--- src/rtl/instruction_fetch_unit.sv ---
// IF stage: owns the PC, fetches from the instruction cache over a read/busywait
// handshake and fills the IF/ID register, with a one-entry hold buffer and redirect drain.
module instruction_fetch_unit #(
   parameter logic [31:0] RESET_PC  = 32'h0000_0000,
   parameter logic [31:0] NOP_INSTR = 32'h0000_0013
) (
   input  logic        clk,
   input  logic        reset,
   output logic        imem_read,
   output logic [31:0] imem_address,
   input  logic [31:0] imem_readdata,
   input  logic        imem_busywait,
   input  logic        stall,
   input  logic        branch_jump_taken,
   input  logic [31:0] branch_jump_target,
   output logic [31:0] instruction,
   output logic [31:0] pc_out,
   output logic [31:0] pc_plus_4,
   output logic        instr_valid,
   output logic        fetch_busy
);

   localparam logic [1:0] S_IDLE  = 2'd0;
   localparam logic [1:0] S_REQ   = 2'd1;
   localparam logic [1:0] S_HOLD  = 2'd2;
   localparam logic [1:0] S_DRAIN = 2'd3;

   logic [1:0]  state;
   logic [31:0] pc;
   logic [31:0] drain_target;
   logic [31:0] hold_instr;
   logic [31:0] hold_pc;

   logic [31:0] pc_next;
   logic [31:0] hold_pc_next;
   logic [31:0] target_aligned;

   assign pc_next        = pc + 32'd4;
   assign hold_pc_next   = hold_pc + 32'd4;
   assign target_aligned = branch_jump_target & 32'hFFFF_FFFC;

   // Request side depends only on registers, so the cache sees no input-to-output path.
   assign imem_read    = (state == S_REQ) || (state == S_DRAIN);
   assign imem_address = pc;
   assign fetch_busy   = imem_read & imem_busywait;

   // NOTE: all state here is updated with non-blocking assignments so every register
   // samples the pre-edge values of its neighbours, independent of statement order.
   always_ff @(posedge clk) begin
      if (reset) begin
         state        <= S_IDLE;
         pc           <= RESET_PC;
         drain_target <= RESET_PC;
         hold_instr   <= NOP_INSTR;
         hold_pc      <= 32'd0;
         instruction  <= NOP_INSTR;
         pc_out       <= 32'd0;
         pc_plus_4    <= 32'd0;
         instr_valid  <= 1'b0;
      end else if (branch_jump_taken) begin
         instruction <= NOP_INSTR;
         instr_valid <= 1'b0;
         // An in-flight miss must complete before the cache will take a new address.
         if (imem_read && imem_busywait) begin
            state        <= S_DRAIN;
            drain_target <= target_aligned;
         end else begin
            state <= S_REQ;
            pc    <= target_aligned;
         end
      end else begin
         case (state)
            S_IDLE: state <= S_REQ;
            S_REQ: begin
               if (!imem_busywait) begin
                  pc <= pc_next;
                  if (stall) begin
                     hold_instr <= imem_readdata;
                     hold_pc    <= pc;
                     state      <= S_HOLD;
                  end else begin
                     instruction <= imem_readdata;
                     pc_out      <= pc;
                     pc_plus_4   <= pc_next;
                     instr_valid <= 1'b1;
                  end
               end else if (!stall) begin
                  instruction <= NOP_INSTR;
                  instr_valid <= 1'b0;
               end
            end
            S_HOLD: begin
               if (!stall) begin
                  instruction <= hold_instr;
                  pc_out      <= hold_pc;
                  pc_plus_4   <= hold_pc_next;
                  instr_valid <= 1'b1;
                  state       <= S_REQ;
               end
            end
            S_DRAIN: begin
               // The word returned here belongs to the abandoned path and is dropped.
               if (!imem_busywait) begin
                  pc    <= drain_target;
                  state <= S_REQ;
               end
               if (!stall) begin
                  instruction <= NOP_INSTR;
                  instr_valid <= 1'b0;
               end
            end
            default: state <= S_IDLE;
         endcase
      end
   end

endmodule

--- config.mk ---
export PLATFORM = sky130hd
export DESIGN_NAME = instruction_fetch_unit
export DESIGN_NICKNAME = d
export VERILOG_FILES = /design/src/rtl/instruction_fetch_unit.sv
export SDC_FILE = /design/constraint.sdc
export NUM_CORES = 1
export LEC_CHECK = 0
export BUFFER_PORTS_ARGS = -buffer_cell sky130_fd_sc_hd__buf_2
export CORE_MARGIN = 1
export CORE_UTILIZATION = 55
export CTS_CLUSTER_SIZE = 40
export DETAILED_ROUTE_END_ITERATION = 7
export PLACE_DENSITY = 0.75
export SYNTH_ARGS = -nofsm -noshare
export SYNTH_HDL_FRONTEND = slang
export SYNTH_SLANG_ARGS = --single-unit
--- constraint.sdc ---
create_clock -name clk -period 4.15 [get_ports clk]
set_input_delay 0.83 -clock clk [delete_from_list [all_inputs] [get_ports clk]]
set_output_delay 0.83 -clock clk [all_outputs]
set_load 0.05 [all_outputs]
After elaboration in Yosys (flattened, before gate mapping)
Index checks and enable logic that the tools add are counted. Widths: inputs -> output; s select.

Input bits: 69. Register bits after elaboration: 225. Output and inout port bits: 131.

Equal/unequal tests: 12. Bitwise gates (word level): 3. Multiplexer cells: 29. Reduce and logical (&&, ||, !) cells: 13. Add/sub/neg operators: 2.

Operator list (count): $mux 32 (14); $pmux 32 s2 (3); $pmux 32 s3 (1); $add 32x3->32 const B (2); $ne 3x3->1 const B (5); $mux 2 (6); $reduce_and 4->1 (3); $ne 2x2->1 const B (4); $pmux 2 s4 (1); $reduce_bool 3->1 (2); $reduce_and 5->1 (1); $eq 2x2->1 const B (2); $mux 1 (3); $pmux 1 s3 (1); $reduce_and 3->1 (1); $eq 2x1->1 const B (1); $logic_not 2->1 (1); $not 1->1 (2); $reduce_and 2->1 (1); $reduce_bool 2->1 (1); $reduce_or 2->1 (1); $and 1x1->1 (1); $logic_and 1x1->1 (1); $logic_or 1x1->1 (1).

Longest topological paths before layout
Depth after elaboration: 5. Depth in mapped cells: 11. Gate-level depth less buffers: 8.

Worst setup path after synthesis
Ideal clock, no wire load.

Kind: register to register. Start point: register pc[2], in the netlist imem_address[2]. End point: register pc_plus_4[14]. Clock period less this slack: 2316 ps. Required time: 4033 ps. Cell stages (with the launch flop): 9. Buffers on the path: 1. Arrival time: 2199 ps. Path slack: 1834 ps. Setup time: 117 ps. Cell sequence: dfxtp_1 -> ha_1 -> and2_1 -> clkbuf_1 -> nand3_1 -> nor2_1 -> xnor2_1 -> nand2_1 -> a32o_1.

Longest elaborated chain between the ends: 4.

Ends and longest elaborated chain: start: declaration (RTL line 29) `logic [31:0] pc;`; start signal: assignment (RTL line 69) `pc <= target_aligned;`; start signal: assignment (RTL line 76) `pc <= pc_next;`; start signal: assignment (RTL line 104) `pc <= drain_target;`; $add 32x3->32 (RTL line 38) `assign pc_next = pc + 32'd4;`; $mux 32 (RTL line 77) `if (stall) begin`; $mux 32 (RTL line 75) `if (!imem_busywait) begin`; $pmux 32 s2 (RTL line 72) `case (state)`; end signal: assignment (RTL line 84) `pc_plus_4 <= pc_next;`; end signal: assignment (RTL line 96) `pc_plus_4 <= hold_pc_next;`; end: declaration (RTL line 18) `output logic [31:0] pc_plus_4,`.

Every way passes these cells. The select of a mux whose other input is x is not followed. A chain may end at the register's enable or synchronous reset.

Worst setup path after layout
Start point: register state[1]. End point: output fetch_busy.

Longest elaborated chain between the ends: 3. Elaborated cells on any way between the ends: 4.

Ends and longest elaborated chain: start: declaration (RTL line 28) `logic [1:0] state;`; start signal: assignment (RTL line 51) `state <= S_IDLE;`; start signal: assignment (RTL line 65) `state <= S_DRAIN;`; start signal: assignment (RTL line 68) `state <= S_REQ;`; $eq 2x1->1 / $eq 2x2->1 (equally long branches) (RTL line 43) `assign imem_read = (state == S_REQ) || (state == S_DRAIN);`; $logic_or 1x1->1 * (RTL line 43); $and 1x1->1 * (RTL line 45) `assign fetch_busy = imem_read & imem_busywait;`; end: declaration (RTL line 20) `output logic fetch_busy`.

Mark *: on every way between the ends. The rest lies on a longest branch, timed or not.

==> out/qor.csv <==
stage,metric,value,unit
synthesis,synth_cells,1311,
routing,dr_total_vias,10000,
critical_path,crit_slowest_cell,o21ai_1,
pwr,power,0.00533,W
placement,dp.final_hpwl,19900,um
floorplan,rows,50,
clocking,clockBufferDepth,3,
critical_path,crit_path_max_fanout,9,
finish,seq_area,0.00434,mm^2
finish,drive_gt1_share,20.2,%
clocking,cts-resized-gates,0,
critical_path,start_kind,register,
clocking,cts_tree,done,
synthesis,postSynth.asyncResetShare,0,%
critical_path,slowest_delay,0.44,ns
synthesis,ys_ff_latch,217,
sta,finClkSkew,0.00998,ns
outcome,outcome,"finished, final reports clean",
routing,postRouteAntennaNets,0,
critical_path,arrival,2.19,ns
finish,syn_to_final_growth,16.1,%
routing,drt-initial-drc-count,1008,
pwr,power_density,437,mW/mm^2
sta,fin_crit,3.02,ns
sta,setup_violations,0,
clocking,cts.htree.levels,1,
routing,viasPerCell,5.99,
clocking,postCtsSetupBuffers,0,
floorplan,dieWidth,140,um
hold_path,hold_class,reg -> reg,
finish,final_cells,1676,
critical_path,critPathCaptureType,output port,
clocking,root_buffer,clkbuf_16,
floorplan,die_area,0.0197,mm^2
clocking,clock_latency,0.50,ns
global_route,grt_antenna_before_repair,0,
sta,rsz0062_at_grt,false,
sta,maxSlewHeadroom,21.5,%
finish,postLayoutCellArea,0.0122,mm^2
clocking,cts-buffers-inserted,23,
pwr,vdd_drop_max,0.301,mV
critical_path,cp.required,3.32,ns
synthesis,synth_top_flop_cell,dfxtp_1,
placement,placed_cell_area,0.0115,mm^2
finish,nNetsFinal,1501,
placement,dp_slack,1.22,ns
global_route,grt_max_degree,68,
sta,fmax,0.332,GHz
critical_path,critPathBufInv,3,
synthesis,yosysSeqAreaShare,41.3,%
synthesis,ys_types,68,
finish,final_common_cell,nand2_1,
run,drv_cap,0,
floorplan,core-area,0.0187,mm^2
global_route,grt_pass1_vias,8738,
finish,fillers,1610,
routing,wl,29800,um
critical_path,cpMostUsedCell,inv_1,
critical_path,worstSetupPathType,reg -> out,
sta,fin_crit_sh,72.7,%
sta,fin_ws,1.13,ns
routing,first_pass_iters,5,
floorplan,die_h,140,um
global_route,grt_use_total,29.5,%
placement,dp.cells,1635,
critical_path,crit_chain,"inv_1, ha_1, o21ai_1, inv_1, buf_2",
sta,tightestPinTransition,1.18,ns
pwr,p_leak,4.75,nW
placement,place.gp.congestion,0.940,
synthesis,ys_warn_count,0,
sta,finalHoldViolations,0,
clocking,hold_buffers,0,
synthesis,syn_area,0.0105,mm^2
finish,insertedDiodeCount,0,
sta,tns,0,ns
clocking,clk_pin_slew,0.06,ns
critical_path,critPathTopFamily,buffers and inverters,
floorplan,start_util,56.2,%
global_route,globalRouteOverflowTotal,0,
finish,multi_input_area,0.00563,mm^2
synthesis,synth_edf_count,0,
sta,final_max_slew_viol_count,0,
synthesis,avgSynthCellArea,8.02,um^2
routing,wire_per_inst,17.8,um
critical_path,reg2reg_slack,1.31,ns
routing,drcViolationCount,0,
finish,final_cell_mix,"256 x nand2_1, 217 x dfxtp_1, 190 x buf_2, 144 x a21oi_1, 101 x nor2_1",
clocking,cts_sinks,217,
global_route,grt_first_pass_wirelength,46900,um
floorplan,io_pins,200,
placement,port_buffers,191,
-- where the power goes --
part	total (W)	leakage (nW)	switching, W	internal, W
Sequential	0.00233	1.76	0.000137	0.00219
Clock	0.00201	0.376	0.000826	0.00118
Combinational	0.000993	2.61	0.000717	0.000276
Total	0.00533	4.75	0.00168	0.00365
-- metrics by stage --
stage | hold WS (ns) | utilization (%)
2_1_floorplan | 0.431 | -
3_3_place_gp | 0.437 | 61.3
3_5_place_dp | 0.442 | 61.3
4_1_cts | 0.450 | 65.2
5_1_grt | 0.468 | 65.2
6_report | 0.451 | 65.2
-- cell type report --
type / count / share of cell area (%)
Sequential cell: 217 / 35.6
Clock inverter: 9 / 0.574
Inverter: 14 / 0.431
Timing Repair Buffer: 210 / 9.33
Multi-Input combinational cell: 960 / 46.2
Clock buffer: 32 / 5.49
Tap cell: 234 / 2.40
-- tightest hold or removal path, cell delays in order, from the launching register on --
cell and delay (ns):
dfxtp_1 0.30, nand2_1 0.05, a21oi_1 0.05
-- metal layers --
layer  track usage [%]  vias to the layer above  wire length (um)  share of wire (%)
li1                  -                     4843                 -                  -
met2              43.3                      455             12800                 43
met5                 0                        -                 0                  0
met1              45.0                     4705             13600                 46
met4              7.98                        0               533                1.8
met3              3.97                       42              2860                9.6
-- synth_stat cells, types with 3 or more instances --
library cell  count  area share [%]
a211oi_1         36             2.6
a21oi_1         145             6.9
a221oi_2          3            0.43
a22o_1           30             2.5
a22oi_1          34             2.4
a31o_2            3            0.25
and3_1           16            0.95
and4_1            6            0.50
buf_1             8            0.29
buf_2            21             1.0
buf_4             9            0.64
clkbuf_1         85             3.0
dfxtp_1         217              41
ha_1              6            0.71
inv_1            13            0.46
mux2i_1          43             4.1
nand2_1         256             9.1
nand2b_1          4            0.24
nand3_1          27             1.3
nand4_1          16            0.95
nand4_2           3            0.36
nor2_1          102             3.6
nor2_2            3            0.18
nor2b_1           4            0.24
nor3_1            8            0.38
nor3_2            5            0.48
nor4_1            6            0.36
o211a_1           3            0.29
o211ai_1         20             1.4
o21a_1            4            0.29
o21ai_0          58             2.8
o21ai_1           4            0.19
o22ai_1           8            0.48
o31ai_1           4            0.29
o32ai_1           6            0.50
or3_1             4            0.24
xnor2_1          36             3.0
xor2_1           14             1.2
-- state kept, by name, summed over array words and instances, names as in the netlist --
signal	count
pc_plus_4	30
hold_instr	32
instruction	32
pc_out	30
imem_address	30
state	2
instr_valid	1
hold_pc	30
drain_target	30
-- path summary, 6_finish.rpt --
path / start / cells past startpoint / endpoint
worst max register to register: state[0] / 10 / instruction[17]
worst min-delay path: drain_target[14] / 2 / drain_target[14]
worst min register to register: drain_target[14] / 2 / drain_target[14]
worst max-delay path: state[1] / 5 / fetch_busy
-- kinds of logic (layout without fill, tap and decap cells) --
kind of cell | count (synthesis) | in the layout | share of synthesized area [%]
AND/OR/NAND/NOR | 476 | 476 | 20.9
AO/OA/AOI/OAI | 379 | 379 | 23.2
flip-flops | 217 | 217 | 41.3
buffers and inverters | 139 | 265 | 5.56
XOR/XNOR | 50 | 50 | 4.17
multiplexers | 43 | 43 | 4.10
adder cells (fa/ha/maj) | 6 | 6 | 0.714
other | 1 | 6 | 0.0357
Power figures use the tool's default switching activity.
